[config.mk]
export PLATFORM = sky130hd
export DESIGN_NAME = time_counter_flat
export DESIGN_NICKNAME = d
export VERILOG_FILES = /design/src/rtl/digital_clock_pkg.sv /design/src/rtl/time_counter_if.sv /design/src/rtl/time_counter_bcd_mod_counter.sv /design/src/rtl/time_counter.sv /design/src/flat_wrapper.sv
export SDC_FILE = /design/constraint.sdc
export NUM_CORES = 1
export LEC_CHECK = 0
export ABC_AREA = 1
export ABC_CLOCK_PERIOD_IN_PS = 1700
export CAP_MARGIN = 25
export CORE_ASPECT_RATIO = 0.8
export CORE_MARGIN = 8
export CORE_UTILIZATION = 45
export CTS_CLUSTER_SIZE = 14
export DETAILED_ROUTE_END_ITERATION = 8
export PLACE_DENSITY = 0.85
export SLEW_MARGIN = 5
export SYNTH_ARGS = -nofsm -noshare
export SYNTH_HDL_FRONTEND = slang
export SYNTH_SLANG_ARGS = --single-unit
[constraint.sdc]
create_clock -name clk -period 1.7 [get_ports clk]
set_clock_uncertainty 0.15 [all_clocks]
set_input_delay 0.34 -clock clk [delete_from_list [all_inputs] [get_ports clk]]
set_output_delay 0.34 -clock clk [all_outputs]
set_load 0.03 [all_outputs]
[src/rtl/digital_clock_pkg.sv]
// digital_clock_pkg: shared mode encodings, BCD limits and the integer-to-BCD helper
package digital_clock_pkg;
  localparam logic [1:0] MODE_RUN = 2'd0;
  localparam logic [1:0] MODE_SET_HOUR = 2'd1;
  localparam logic [1:0] MODE_SET_MIN = 2'd2;
  localparam logic [1:0] MODE_SET_SEC = 2'd3;
  localparam logic [7:0] BCD_59 = 8'h59;
  localparam logic [7:0] BCD_23 = 8'h23;
  localparam logic [7:0] BCD_11 = 8'h11;
  typedef enum logic [1:0] {
    ST_RUN = MODE_RUN,
    ST_SET_HOUR = MODE_SET_HOUR,
    ST_SET_MIN = MODE_SET_MIN,
    ST_SET_SEC = MODE_SET_SEC
  } mode_t;
  function automatic logic [7:0] to_bcd(input int v);
    return {4'(v / 10), 4'(v % 10)};
  endfunction
endpackage

[src/rtl/time_counter_if.sv]
// time_counter_if: seconds input, buttons and BCD time/status outputs; slave = counter, master = driver
interface time_counter_if;
  logic sec_clk_i;
  logic mode_btn;
  logic inc_btn;
  logic [7:0] hour_bcd;
  logic [7:0] min_bcd;
  logic [7:0] sec_bcd;
  logic [1:0] mode_o;
  logic sec_tick;
  logic day_wrap;
  modport master(output sec_clk_i, mode_btn, inc_btn,
                 input hour_bcd, min_bcd, sec_bcd, mode_o, sec_tick, day_wrap);
  modport slave(input sec_clk_i, mode_btn, inc_btn,
                output hour_bcd, min_bcd, sec_bcd, mode_o, sec_tick, day_wrap);
endinterface

[src/rtl/time_counter_bcd_mod_counter.sv]
// bcd_mod_counter: two-digit BCD counter wrapping at MOD-1 (ports: clk, rst, inc, value, carry)
module bcd_mod_counter
  import digital_clock_pkg::*;
#(
  parameter int MOD = 60
) (
  input  logic       clk,
  input  logic       rst,
  input  logic       inc,
  output logic [7:0] value,
  output logic       carry
);
  localparam logic [7:0] MAX = to_bcd(MOD - 1);
  logic [7:0] nxt;
  always_comb
    nxt = value == MAX ? 8'h00 :
          value[3:0] == 4'd9 ? {value[7:4] + 4'd1, 4'd0} : {value[7:4], value[3:0] + 4'd1};
  assign carry = inc && value == MAX;
  always_ff @(posedge clk)
    if (rst) value <= '0;
    else if (inc) value <= nxt;
endmodule

[src/rtl/time_counter.sv]
// time_counter: BCD time of day driven by a 1 Hz edge, with RUN/SET mode FSM (ports: clk, rst, bus slave)
module time_counter
  import digital_clock_pkg::*;
#(
  parameter int HOUR_MOD = 24,
  parameter int MIN_MOD = 60
) (
  input logic clk,
  input logic rst,
  time_counter_if.slave bus
);
  mode_t state, state_n;
  logic sec_clk_d, tick, run, set_inc;
  logic sec_inc, min_inc, hour_inc;
  logic sec_carry, min_carry, hour_carry;
  logic sec_tick_r, day_wrap_r;
  assign tick = bus.sec_clk_i & ~sec_clk_d;
  assign run = state == ST_RUN;
  // a mode press in the same cycle swallows the increment
  assign set_inc = bus.inc_btn & ~bus.mode_btn;
  always_comb state_n = bus.mode_btn ? mode_t'(state + 2'd1) : state;
  // RUN chains carries from the tick; SET modes feed the button to one field with no carry
  assign sec_inc = run ? tick : set_inc && state == ST_SET_SEC;
  assign min_inc = run ? sec_carry : set_inc && state == ST_SET_MIN;
  assign hour_inc = run ? min_carry : set_inc && state == ST_SET_HOUR;
  always_ff @(posedge clk)
    if (rst) begin
      state <= ST_RUN;
      sec_clk_d <= 1'b0;
      sec_tick_r <= 1'b0;
      day_wrap_r <= 1'b0;
    end else begin
      state <= state_n;
      sec_clk_d <= bus.sec_clk_i;
      sec_tick_r <= tick;
      day_wrap_r <= run & hour_carry;
    end
  bcd_mod_counter #(.MOD(MIN_MOD)) u_sec (
    .clk(clk), .rst(rst), .inc(sec_inc), .value(bus.sec_bcd), .carry(sec_carry)
  );
  bcd_mod_counter #(.MOD(MIN_MOD)) u_min (
    .clk(clk), .rst(rst), .inc(min_inc), .value(bus.min_bcd), .carry(min_carry)
  );
  bcd_mod_counter #(.MOD(HOUR_MOD)) u_hour (
    .clk(clk), .rst(rst), .inc(hour_inc), .value(bus.hour_bcd), .carry(hour_carry)
  );
  assign bus.mode_o = state;
  assign bus.sec_tick = sec_tick_r;
  assign bus.day_wrap = day_wrap_r;
endmodule
[src/flat_wrapper.sv]
// flat-port wrapper written by rule: the top's interface ports become plain ports
module time_counter_flat import digital_clock_pkg::*;
#(
  parameter int HOUR_MOD = 24,
  parameter int MIN_MOD = 60
)
  (clk, rst, bus_sec_clk_i, bus_mode_btn, bus_inc_btn, bus_hour_bcd, bus_min_bcd, bus_sec_bcd, bus_mode_o, bus_sec_tick, bus_day_wrap);
  time_counter_if bus_i ();
  input logic clk;
  input logic rst;
  input wire logic [$bits(bus_i.sec_clk_i)-1:0] bus_sec_clk_i;
  input wire logic [$bits(bus_i.mode_btn)-1:0] bus_mode_btn;
  input wire logic [$bits(bus_i.inc_btn)-1:0] bus_inc_btn;
  output wire logic [$bits(bus_i.hour_bcd)-1:0] bus_hour_bcd;
  output wire logic [$bits(bus_i.min_bcd)-1:0] bus_min_bcd;
  output wire logic [$bits(bus_i.sec_bcd)-1:0] bus_sec_bcd;
  output wire logic [$bits(bus_i.mode_o)-1:0] bus_mode_o;
  output wire logic [$bits(bus_i.sec_tick)-1:0] bus_sec_tick;
  output wire logic [$bits(bus_i.day_wrap)-1:0] bus_day_wrap;
  assign bus_i.sec_clk_i = bus_sec_clk_i;
  assign bus_i.mode_btn = bus_mode_btn;
  assign bus_i.inc_btn = bus_inc_btn;
  assign bus_hour_bcd = bus_i.hour_bcd;
  assign bus_min_bcd = bus_i.min_bcd;
  assign bus_sec_bcd = bus_i.sec_bcd;
  assign bus_mode_o = bus_i.mode_o;
  assign bus_sec_tick = bus_i.sec_tick;
  assign bus_day_wrap = bus_i.day_wrap;
  time_counter #(.HOUR_MOD(HOUR_MOD), .MIN_MOD(MIN_MOD)) u_core (.clk(clk), .rst(rst), .bus(bus_i));
endmodule
Yosys cells after proc, flatten, opt, wreduce, memory -nomap -nowiden
Index checks and enable logic that the tools add are counted.
Cells by class
  div/mod/pow operators: 0
  multipliers: 0
  shift-type cells: 0
  bitwise operators: 5
  multiplexer cells: 9
  equal/unequal tests: 9
  reductions and logical operators: 13
  $add $sub $neg: 7
  $lt $le $gt $ge: 0
Operators by type and width (number)
  $mux 8: 6
  $add 4x1->4 const B: 6
  $eq 8x7->1 const B: 2
  $eq 4x4->1 const B: 3
  $eq 8x6->1 const B: 1
  $logic_and 1x1->1: 6
  $reduce_and 2->1: 3
  $reduce_bool 2->1: 3
  $eq 2x2->1 const B: 2
  $and 1x1->1: 3
  $mux 1: 3
  $add 2x1->2 const B: 1
  $eq 2x1->1 const B: 1
  $logic_not 2->1: 1
  $not 1->1: 2
Storage, ports and cells
  memories: 0
  output and inout bits: 28
  RAM bits: 0
  bits of input ports: 5
  bits in latches: 0
  word-level logic and storage cells: 53
  bits in registers: 29
  memory bits (read-only): 0

Depth between registers and ports, before layout
  depth in word-level cells: 10
  mapped depth: 12
  gate-level depth less buffers: 12

Modules after synthesis
A second synthesis with hierarchy kept.
Second synthesis, totals
  cell total of the unflattened synthesis: 230
  area, all modules: 1605.3 sq um
Modules (own cells, without submodules)
  bcd_mod_counter at u_core.u_min ...: cells each 61, area each 431.7 sq um, instances 2
  bcd_mod_counter at u_core.u_hour: cells each 65, area each 461.7 sq um, instances 1
  time_counter: cells each 43, area each 280.3 sq um, instances 1

Worst setup path after synthesis
Ideal clock, no wire load.
  kind: reg2reg
  start: register u_core.state[0] (netlist: u_core.bus.mode_o[0])
  end: register u_core.u_min.value[4]
  data arrival time: 1.689 ns
  period minus slack after synthesis: 1.906 ns
  cell stages (with the launch flop): 10
  data required time: 1.484 ns
  setup slack: -0.206 ns
  buffers on the path: 1
  cells stage by stage: dfxtp_1 inv_1 ha_1 nor2_2 nand2_2 nand2_2 buf_6 nand2_4 or2_0 a21oi_2
On the way
  longest elaborated chain between the ends: 6
  elaborated cells between the ends (all ways): 9
Ends and longest elaborated chain
  start: declaration: RTL line time_counter.sv:12  | mode_t state, state_n;
  start signal: assignment: RTL line time_counter.sv:33  | state <= state_n;
  $eq 2x2->1: RTL line time_counter.sv:23  | assign sec_inc = run ? tick : set_inc && state == ST_SET_SEC;
  $logic_and 1x1->1: RTL line time_counter.sv:23
  $mux 1: RTL line time_counter.sv:23
  $logic_and 1x1->1: RTL line time_counter_bcd_mod_counter.sv:18  | assign carry = inc && value == MAX;
  $mux 1 (*): RTL line time_counter.sv:24  | assign min_inc = run ? sec_carry : set_inc && state == ST_SET_MIN;
  $reduce_and 2->1 (no line) (*)
  end signal: assignment: RTL line time_counter_bcd_mod_counter.sv:21  | else if (inc) value <= nxt;
  end: declaration: RTL line time_counter_bcd_mod_counter.sv:10  | output logic [7:0] value,
Every way passes the cells marked *; elsewhere a longest branch is shown, timed or not.
A chain may end at the register's enable or synchronous reset.

Worst setup path in the final report
  start: register u_core.state[0] (netlist: u_core.bus.mode_o[0])
  end: register u_core.u_hour.value[2]
On the way
  longest elaborated chain between the ends: 7
  elaborated cells between the ends (all ways): 12
Ends and longest elaborated chain
  $eq 2x2->1: RTL line time_counter.sv:23
  $logic_and 1x1->1: RTL line time_counter.sv:23
  $mux 1: RTL line time_counter.sv:23
  $logic_and 1x1->1: RTL line time_counter_bcd_mod_counter.sv:18
  $mux 1: RTL line time_counter.sv:24
  $logic_and 1x1->1: RTL line time_counter_bcd_mod_counter.sv:18
  $mux 1 (*): RTL line time_counter.sv:25  | assign hour_inc = run ? min_carry : set_inc && state == ST_SET_HOUR;
  end signal: assignment: RTL line time_counter_bcd_mod_counter.sv:21
  end: declaration: RTL line time_counter_bcd_mod_counter.sv:10
Marks and branches as above.

==> reports/qor.csv <==
stage,metric,value,unit
die,die_x,82.1,um
sta,setup_ws,-67.0,ps
setup_path,worstPathArrival,1840,ps
placed_design,place_congestion,0.802,
run_status,status,"finished, violations left",
placed_design,io_buffers,32,
global_route,overflow,0,
setup_path,start_kind,register,
finish,design_area,2450,um2
placed_design,place_area,2110,um2
yosys,ys_seq_area_frac,0.369,
global_route,grt.total_usage,0.157,
pwr,ir_drop,468,uV
setup_path,crit_required,1770,ps
sta,slew_headroom,0.785,
clock_tree,cts_max_path_buffers,2,
routing,avgRoutedWirePerCell,14.6,um
setup_path,worstPathMaxFanout,8,
placed_design,hpwlAfterDp,2780,um
finish,drive_gt1_frac,0.346,
setup_path,timing.rr.start,u_core.bus.mode_o[0],
routing,first_pass_iters,4,
setup_path,criticalPathCategory,reg2reg,
yosys,avgSynthCellArea,7.59,um2
die,start_util,0.462,
run_status,failed_checks,setup timing,
die,dieArea,5650,um2
setup_path,crit_start,u_core.bus.mode_o[0],
routing,drt-initial-drc-count,176,
pwr,power_density,611,nW/um2
clock_tree,cts.sinks,29,
setup_path,crit_slowest_cell,dfxtp_4,
yosys,syn_nets,228,
clock_tree,cts_tree,done,
finish,seq_area,599,um2
die,core_area,3400,um2
yosys,synth_cell_types,27,
finish,fin_nets,300,
finish,final_cells,322,
global_route,antenna_found_initial,0,
routing,drc,0,
sta,rsz0062_at_grt,true,
die,ios,33,
setup_path,path_buf_inv,3,
clock_tree,worstSkewPairLatency,290,ps
finish,area_delta_synth_final,55.8,%
setup_path,critPathMaxStageDelay,350,ps
clock_tree,clk_pin_slew_worst_paths,70,ps
setup_path,path_depth,11,
sta,worstMarginPinSlew,324,ps
job,cap_violations,0,
sta,final_hold_viol_count,0,
finish,multi_input_area,1030,um2
finish,fillers,247,
setup_path,cp_top_family,simple AND/OR/NAND/NOR gates,
setup_path,crit_path_end_kind,register,
clock_tree,cts_root_buffer,clkbuf_8,
placed_design,dp_cells,301,
clock_tree,cts_max_level,2,
clock_tree,cts_made_buffers,5,
yosys,netlist_area,1570,um2
die,die_y,68.9,um
finish,insertedDiodeCount,0,
global_route,grt_max_degree,9,
sta,finalCritPeriodShare,1.04,
worst_hold_path,holdPathStages,4,
sta,fin_crit,1770,ps
yosys,syn_inst,207,
yosys,yosys_warnings,0,
clock_tree,cts_hold_buf,0,
global_route,grt_pass1_wl,6710,um
sta,max_freq,0.566,GHz
sta,drv_slew,0,
pwr,leakagePower,1.19,nW
worst_hold_path,worst_hold_path_type,in2reg,
global_route,grt_pass1_vias,1499,
die,placementRows,19,
setup_path,path_cells,inv_4 > ha_4 > inv_4 > nor3_4 > nand2_2 > nand2_4 > nand2_4 > nand2_8 > buf_4 > nand3_1 > a21oi_2,
routing,wl,4700,um
routing,ant_nets,0,
routing,via_per_inst,5.11,
routing,vias,1644,
worst_hold_path,min_from,bus_sec_clk_i,
setup_path,ff2ff_path_depth,11,
sta,final-setup-viol-count,6,
sta,timing.setup.tns,-151,ps
yosys,yosys_register_bits,29,
placed cells by master (no fill, tap or decap), types with 3 or more instances in the layout:
cell,count
a21oi_1,9
buf_4,32
buf_6,3
clkbuf_1,3
clkbuf_8,5
clkdlybuf4s50_1,3
dfxtp_1,20
dfxtp_2,6
dfxtp_4,3
dlygate4sd2_1,28
ha_1,14
inv_1,22
inv_2,5
inv_4,3
nand2_1,28
nand2_2,9
nand2_4,5
nand3_1,14
nand3_2,4
nor2_1,21
nor2_4,3
nor3_1,7
o21ai_1,3
xor2_1,4
stage by stage:
step	hold slack, ps	setup WS (ps)	power (mW)	util
after floorplan	259	4.96	0.814	-
after global placement	329	-257	0.890	0.621
after detailed placement	335	-303	0.895	0.621
after CTS	343	-16.2	1.45	0.670
after global routing	319	-133	1.54	0.720
final	302	-67.0	1.50	0.720
layer usage:
metal | track usage | wire length (um) | part of all wire
met5 | 0 | 0 | 0
met4 | 0.0655 | 217 | 0.046
met3 | 0.0596 | 328 | 0.070
met2 | 0.277 | 2340 | 0.50
met1 | 0.165 | 1810 | 0.39
path summary, 6_finish.rpt:
| path | endpoint | slack (ps) |
|---|---|---|
| worst min-delay path | u_core.sec_clk_d | 300 |
| worst min register to register | u_core.u_sec.value[4] | 340 |
| worst max register to register | u_core.u_hour.value[2] | -70 |
| worst max-delay path | u_core.u_hour.value[2] | -70 |
report_power, final:
part | switching, mW | total [mW] | internal (mW) | leakage, nW
combinational | 0.129 | 0.231 | 0.103 | 0.906
clock | 0.265 | 0.555 | 0.290 | 0.0395
sequential | 0.0139 | 0.709 | 0.695 | 0.240
worst reg2reg max path: stages, from the launching register on:
cell	delay [ps]
dfxtp_4	350
inv_4	70
ha_4	160
inv_4	50
nor3_4	150
nand2_2	110
nand2_4	100
nand2_4	80
nand2_8	110
buf_4	120
nand3_1	90
a21oi_2	160
final cells by class:
type / instances / area share
multi-input cells: 146 / 0.423
flip-flops and latches: 29 / 0.245
repair buffers: 67 / 0.229
inverters: 30 / 0.0491
clock buffers: 8 / 0.0327
well taps: 42 / 0.0215
repair_timing:
item                                   in CTS  in global routing
resized for setup                          48                 32
setup endpoints to repair                  46                 24
pin swaps                                   7                 15
buffers inserted                            6                  8
gates cloned                                0                  0
endpoints found under the hold margin       0                  0
synth_stat cells:
library cell	count	area share
a211oi_1	3	0.014
a21oi_1	10	0.032
a21oi_2	1	0.0056
and3_2	1	0.0048
buf_6	1	0.0072
clkbuf_1	1	0.0024
dfxtp_1	29	0.37
ha_1	16	0.13
inv_1	26	0.062
inv_2	4	0.0096
nand2_1	35	0.084
nand2_2	6	0.024
nand2_4	3	0.021
nand3_1	18	0.057
nand3_2	1	0.0064
nand4_1	1	0.0040
nor2_1	24	0.057
nor2_2	2	0.0080
nor3_1	10	0.032
nor3_4	1	0.010
nor3b_1	1	0.0048
o21ai_0	5	0.016
o21ai_1	1	0.0032
o21ai_2	1	0.0056
or2_0	1	0.0040
xnor2_1	1	0.0056
xor2_1	4	0.022
flip-flops by register name (all words and copies together) (netlist names):
signal and cells:
u_core.bus.day_wrap 1, u_core.sec_clk_d 1, u_core.bus.mode_o 2, u_core.u_hour.value 8, u_core.bus.sec_tick 1, u_core.u_sec.value 8, u_core.u_min.value 8
cell families (layout without fill, tap and decap cells):
logic type	count (synthesis)	in the layout	share of synthesized area
xor+xnor	5	5	0.0279
fa+ha+maj	16	16	0.127
flops	29	29	0.369
simple gates	104	104	0.318
compound gates	21	21	0.0764
buf+inv	32	105	0.0812
Power figures use the tool's default switching activity.
